### src/rtl/bitxor_pkg.sv
// Shared types and helpers for the differential (XOR-feedback) serial decoder.
package bitxor_pkg;

  localparam int unsigned DefaultWidth = 8;

  typedef enum logic [0:0] {StIdle, StRun} state_e;

  // Words narrower than 32 bits are passed zero-extended, which leaves parity unchanged.
  function automatic logic word_parity(input logic [31:0] word);
    return ^word;
  endfunction

endpackage

### src/rtl/xor_diff_stage.sv
// Inverse of the encoder feedback stage: dbit = q[n] ^ q[n-1], with sync forcing q[n-1] to 0.
module xor_diff_stage (
  input  logic clk,
  input  logic reset,
  input  logic in_valid,
  input  logic in_bit,
  input  logic sync,
  output logic dbit
);

  logic prev_q;

  assign dbit = in_bit ^ (prev_q & ~sync);

  // Held across in_valid=0 gaps so idle cycles are transparent to the decode.
  always_ff @(posedge clk or negedge reset) begin
    if (!reset) begin
      prev_q <= 1'b0;
    end else if (in_valid) begin
      prev_q <= in_bit;
    end
  end

endmodule

### src/rtl/diff_deser_decoder.sv
// Differential serial decoder: recovers d[n] = q[n] ^ q[n-1] and packs bits LSB first into
// WIDTH-bit words behind a one-word valid/ready buffer with parity and sticky overflow.
module diff_deser_decoder
  import bitxor_pkg::*;
#(
  parameter int unsigned WIDTH = DefaultWidth
) (
  input  logic             clk,
  input  logic             reset,
  input  logic             in_valid,
  input  logic             in_bit,
  input  logic             sync,
  output logic             out_valid,
  input  logic             out_ready,
  output logic [WIDTH-1:0] out_data,
  output logic             out_parity,
  output logic             overflow,
  input  logic             clr_ovf
);

  localparam int unsigned CntW = $clog2(WIDTH);
  localparam logic [CntW-1:0] LastIdx = CntW'(WIDTH - 1);

  state_e           state_q, state_d;
  logic [CntW-1:0]  bit_cnt_q, bit_cnt_d;
  logic [WIDTH-1:0] shift_q, shift_d;
  logic             out_valid_q, out_valid_d;
  logic [WIDTH-1:0] out_data_q, out_data_d;
  logic             out_parity_q, out_parity_d;
  logic             overflow_q, overflow_d;

  logic             dbit;
  logic [CntW-1:0]  idx;
  logic [WIDTH-1:0] word;
  logic [31:0]      par_in;
  logic             complete;
  logic             load;

  xor_diff_stage u_diff (
    .clk      (clk),
    .reset    (reset),
    .in_valid (in_valid),
    .in_bit   (in_bit),
    .sync     (sync),
    .dbit     (dbit)
  );

  // Word as it stands after this cycle's bit; sync drops any partial word.
  always_comb begin
    idx  = sync ? '0 : bit_cnt_q;
    word = sync ? '0 : shift_q;
    word[idx] = dbit;
    complete  = in_valid && (idx == LastIdx);
    load      = complete && (!out_valid_q || out_ready);
    par_in    = '0;
    par_in[WIDTH-1:0] = word;
  end

  always_comb begin
    shift_d   = shift_q;
    bit_cnt_d = bit_cnt_q;
    if (in_valid) begin
      shift_d   = word;
      bit_cnt_d = (idx == LastIdx) ? '0 : idx + 1'b1;
    end
  end

  always_comb begin
    state_d = state_q;
    case (state_q)
      StIdle:  if (in_valid) state_d = StRun;
      StRun:   state_d = StRun;
      default: state_d = StIdle;
    endcase
  end

  always_comb begin
    out_valid_d  = out_valid_q;
    out_data_d   = out_data_q;
    out_parity_d = out_parity_q;
    overflow_d   = overflow_q;

    if (load) begin
      out_valid_d  = 1'b1;
      out_data_d   = word;
      out_parity_d = word_parity(par_in);
    end else if (out_valid_q && out_ready) begin
      out_valid_d  = 1'b0;
    end

    // A set in the same cycle as a clear takes priority.
    if (complete && out_valid_q && !out_ready) begin
      overflow_d = 1'b1;
    end else if (clr_ovf) begin
      overflow_d = 1'b0;
    end
  end

  always_ff @(posedge clk or negedge reset) begin
    if (!reset) begin
      state_q      <= StIdle;
      bit_cnt_q    <= '0;
      shift_q      <= '0;
      out_valid_q  <= 1'b0;
      out_data_q   <= '0;
      out_parity_q <= 1'b0;
      overflow_q   <= 1'b0;
    end else begin
      state_q      <= state_d;
      bit_cnt_q    <= bit_cnt_d;
      shift_q      <= shift_d;
      out_valid_q  <= out_valid_d;
      out_data_q   <= out_data_d;
      out_parity_q <= out_parity_d;
      overflow_q   <= overflow_d;
    end
  end

  assign out_valid  = out_valid_q;
  assign out_data   = out_data_q;
  assign out_parity = out_parity_q;
  assign overflow   = overflow_q;

endmodule

### config.mk
export PLATFORM = sky130hd
export DESIGN_NAME = diff_deser_decoder
export DESIGN_NICKNAME = d
export VERILOG_FILES = /design/src/rtl/bitxor_pkg.sv /design/src/rtl/xor_diff_stage.sv /design/src/rtl/diff_deser_decoder.sv
export SDC_FILE = /design/constraint.sdc
export NUM_CORES = 1
export LEC_CHECK = 0
export ABC_AREA = 1
export BUFFER_PORTS_ARGS = -buffer_cell sky130_fd_sc_hd__buf_4
export CORE_MARGIN = 5
export CORE_UTILIZATION = 25
export CTS_CLUSTER_DIAMETER = 30
export DETAILED_ROUTE_END_ITERATION = 6
export GPL_TIMING_DRIVEN = 0
export PLACE_DENSITY = 0.46
export SKIP_LAST_GASP = 1
export SLEW_MARGIN = 30
export SYNTH_ARGS = -nofsm -noshare
export SYNTH_HDL_FRONTEND = slang
export SYNTH_SLANG_ARGS = --single-unit
### constraint.sdc
create_clock -name clk -period 5.1 [get_ports clk]
set_clock_uncertainty 0.2 [all_clocks]
set_input_delay 0.51 -clock clk [delete_from_list [all_inputs] [get_ports clk]]
set_output_delay 0.51 -clock clk [all_outputs]
set_load 0.05 [all_outputs]
* Word-level counts from Yosys, hierarchy flattened *
Index checks and enable logic that the tools add are counted.

storage, ports and cells
  flip-flop bits (word level) = 23
  input bits = 7
  output and inout bits = 11
  logic and storage cells = 36

operators by class
  $add $sub $neg = 1
  $lt $le $gt $ge = 2
  equality and inequality tests = 1
  muxes and demuxes = 10
  bitwise gates (word level) = 3
  reductions and logical operators = 12

operators with widths
  operator               count
  $reduce_xor A32 Y1     1
  $bwmux W8              1
  $mux W8                1
  $logic_and A1 B1 Y1    6
  $mux W3                2
  $mux W1                5
  $lt A3 B4 Y1 const B   1
  $reduce_bool A2 Y1     2
  $add A3 B1 Y3 const B  1
  $demux W1 S3           1
  $eq A3 B3 Y1 const B   1
  $ge A3 B1 Y1 const B   1
  $logic_not A1 Y1       2
  $and A1 B1 Y1          1
  $logic_or A1 B1 Y1     1
  $not A1 Y1             1
  $xor A1 B1 Y1          1

* Logic depth before layout (Yosys ltp) *
  depth after elaboration = 7
  gate-level depth with buffers = 15
  depth with buffers taken out = 15

* Modules after synthesis *
Synthesis repeated with hierarchy kept, for this count alone.

unflattened totals
  cell total of the unflattened synthesis = 204
  area total of the unflattened synthesis = 1,390.1 µm²

by module, submodules not included
  module              times used  cells an instance  area an instance (µm²)  seq. area each (µm²)
  diff_deser_decoder  1           195                1,328.8                 550.5
  xor_diff_stage      1           9                  61.3                    25.0

* Least setup slack after synthesis *
OpenSTA, ideal clock, no wires.

  path kind = input to register
  start point = input port sync
  end point = register out_data_q[6] (netlist: out_data[6])
  arrival = 1.608 ns
  data required time = 4.764 ns
  setup slack = 3.156 ns
  stages = 11
  path buffers = 2
  cell sequence = inv_2 buf_6 nand3_4 inv_2 ha_1 nand2_1 nor2_1 inv_1 buf_1 nand2_1 o21ai_0

between the ends
  longest elaborated chain between the ends = 6
  elaborated cells between the ends (all ways) = 14

RTL lines
  item                                                                RTL line                   RTL
  start: declaration                                                  diff_deser_decoder.sv:12   input logic sync,
  $mux W3                                                             diff_deser_decoder.sv:50   idx = sync ? '0 : bit_cnt_q;
  $lt A3 B4 Y1 (implied by the code) or $ge A3 B1 Y1 (tied branches)  diff_deser_decoder.sv:52   word[idx] = dbit;
  $logic_and A1 B1 Y1 (implied by the code)                           diff_deser_decoder.sv:52
  $mux W1 (implied by the code)                                       diff_deser_decoder.sv:52
  $demux W1 S3                                                        diff_deser_decoder.sv:52
  $bwmux W8                                                           diff_deser_decoder.sv:52
  end signal: assignment                                              diff_deser_decoder.sv:113  out_data_q <= out_data_d;
  end: declaration                                                    diff_deser_decoder.sv:28   logic [WIDTH-1:0] out_data_q, out_data_d;

Parallel ways exist; a longest one is shown, timed or not.
A chain may end at the register's enable or synchronous reset.

* Worst setup path after layout *
  start point = input port sync
  end point = register out_data_q[7] (netlist: out_data[7])

The elaborated chain is that of the path after synthesis.

==> reports/metrics.yaml <==
global_route:
  grt-ovfl-total: 0
  grt_max_degree: 24
  grt_pass1_vias: 1256
  antenna_found_initial: 0
  grt_usage_pct: 9.85
  grt_pass1_wl_um: 5860
clock_tree:
  cts_max_path_buffers: 2
  cts_root_buffer: "clkbuf_8"
  clock-sinks: 23
  worstSkewPairLatency_ns: 0.27
  clkTransAtPathRegs_ns: 0.09
  cts_resized: 0
  cts_tree: "done"
  htreeDepth: 1
  cts-buffers-inserted: 3
synth:
  yosys_warnings: 0
  synth_area_mm2: 0.00141
  synth-xor-area-share_pct: 0
  syn_nets: 208
  synth_top_family_by_area: "simple AND/OR/NAND/NOR gates"
  syn_inst: 200
  synth_compound_area_share_pct: 13.3
  syn_avg_cell_area_um2: 7.05
  synth_simple_gate_area_share_pct: 37.5
  synth.area.mux_share_pct: 0
  synth-adder-area-share_pct: 0.887
  ys_seq_elements: 23
  yosysUniqueCellTypes: 22
  seq_area_frac_synth_pct: 40.8
drt:
  drt-total-wl_um: 3270
  viasPerCell: 4.15
  ant_nets: 0
  wl_met1_um: 1660
  route.top_layer_used: "met4"
  via_count: 1219
  wl_met3_um: 138
  wire_per_inst_um: 11.1
  drt_first_iter_violations: 46
  dr.pass1.iters: 4
  wl_met2_um: 1450
  remaining_drc_errors: 0
placed_design:
  port_buffers: 17
  gp_congestion: 0.837
  hpwl_um: 2520
  place_area_mm2: 0.00163
worst_hold_path:
  holdCritPathClass: "input pin to flop"
  hold_start: "clr_ovf"
flow_run:
  maxCapViolations: 0
worst_setup_path:
  cp-start-kind: "input pin"
  end_kind: "flop"
  crit_start: "sync"
  timing.rr.start: "bit_cnt_q[2]"
  critPathKind: "input pin to flop"
  cp.required_ns: 5.05
  crit_fanout: 10
  cp.arrival_ns: 2.12
die:
  core_mm2: 0.00551
  die_h_um: 85.1
  start_util_pct: 25.6
  die_w_um: 85.1
  die_area_mm2: 0.00724
  rows: 27
  io_pins: 18
sta:
  whs_ns: 0.226
  setup_tns_ns: 0
  period_needed_ns: 2.17
  post-route-period-util_pct: 42.5
  setup-violations-final: 0
  rsz0062_at_grt: "no"
  hold_viol_final: 0
  maxSlewViolCount: 0
  slew_headroom_pct: 69.5
  clock.fmax_ghz: 0.461
  tightest_slew_ns: 0.458
final_layout:
  mostFrequentLayoutCells: "nand2_1, o21ai_0, dfrtp_1, buf_4, inv_1"
  final_common_cell: "nand2_1"
  drive_gt1_share_pct: 21.6
  area_growth_pct: 19.4
  diodes: 0
  ff_latch_area_um2: 576
  multi_input_area_um2: 729
  final_nets: 231
  design_area_mm2: 0.00168
  n_fill_cell: 613
status:
  run_status: "finished clean"
power_and_ir_drop:
  ir_drop_mv: 0.0999
  netSwitchingPower_mw: 0.155
  p_leak_nw: 0.860
  comb_power_share_pct: 26.6
  sw_frac_of_total_pct: 34.9
  p_int_mw: 0.289
  power.share.clock_pct: 26.6
  p_total_mw: 0.444
  seq_power_share_pct: 46.7
  cellPowerDensity_mw_per_mm2: 263
per-layer routing:
metal / vias to the layer above / track usage [%]
met5: - / 0
met4: 0 / 2.01
li1: 669 / -
met3: 2 / 2.72
met2: 13 / 16.1
met1: 535 / 13.0
Yosys cell counts, drive strengths merged:
library cell / count / share of area [%]
ha: 1 / 0.89
dfrtp: 23 / 41
nand4: 1 / 0.44
a21oi: 1 / 0.62
o22ai: 1 / 0.44
o21bai: 1 / 0.53
clkbuf: 2 / 0.53
o21ai: 30 / 12
inv: 19 / 5.1
buf: 3 / 1.9
nand3: 6 / 3.0
nand2: 96 / 28
nor2: 16 / 6.0
final cells by class:
class                           count  area share, %
Sequential cell                    23           34.2
Timing Repair Buffer               18           8.17
Clock buffer                        3           2.45
Inverter                           19           4.23
Multi-Input combinational cell    153           43.3
Clock inverter                      1          0.297
Buffer                              5           2.01
Tap cell                           72           5.35
registers in the layout (all words and copies together) (netlist names):
signal and cells:
out_parity 1, overflow 1, u_diff.prev_q 1, shift_q 8
bit_cnt_q 3, out_valid 1, out_data 8
through the flow:
| stage | setup WS (ns) | util (%) | std cells |
|---|---|---|---|
| floorplan | 3.16 | - | 200 |
| global placement | 2.58 | 29.6 | 289 |
| detailed placement | 2.59 | 29.6 | 289 |
| CTS | 2.88 | 30.6 | 294 |
| global route | 2.68 | 30.6 | 294 |
| finish | 2.93 | 30.6 | 294 |
kinds of logic (layout without fill, tap and decap cells):
group                      count (synthesis)  in the layout
AOI/OAI and AO/OA                         33             33
and+or+nand+nor                          119            119
buffers and inverters                     24             46
DFF                                       23             23
adders and majority gates                  1              1
timing repair:
| item | in CTS | in global routing |
|---|---|---|
| hold buffers | 1 | 0 |
| buffers inserted | 0 | 0 |
| endpoints found under the hold margin | 23 | 0 |
final timing paths:
kind                               end  depth (start not counted)  slack [ns]
max                        out_data[7]                         12        2.93
min                           overflow                          2        0.23
max reg2reg                out_data[6]                          8        3.03
min reg2reg                 out_parity                          2        0.29
max in group asynchronous  out_data[2]                          2        3.99
min in group asynchronous  out_data[5]                          2        0.47
power groups by stage:
stage,combinational (mW),clock (mW),sequential [mW]
3_3_place_gp,0.118,0,0.211
4_1_cts,0.120,0.125,0.207
6_report,0.118,0.118,0.207
5_1_grt,0.135,0.132,0.210
3_5_place_dp,0.120,0,0.211
2_1_floorplan,0.0706,0,0.225
worst max-delay path: stages:
cell and delay [ns]:
buf_4 0.14, inv_2 0.10, buf_6 0.16, nand3_4 0.10, inv_2 0.07, ha_1 0.15
nand2_1 0.08, nor2_1 0.19, inv_1 0.16, buf_1 0.25, nand2_1 0.11, o21ai_0 0.07
Power figures use the tool's default switching activity.
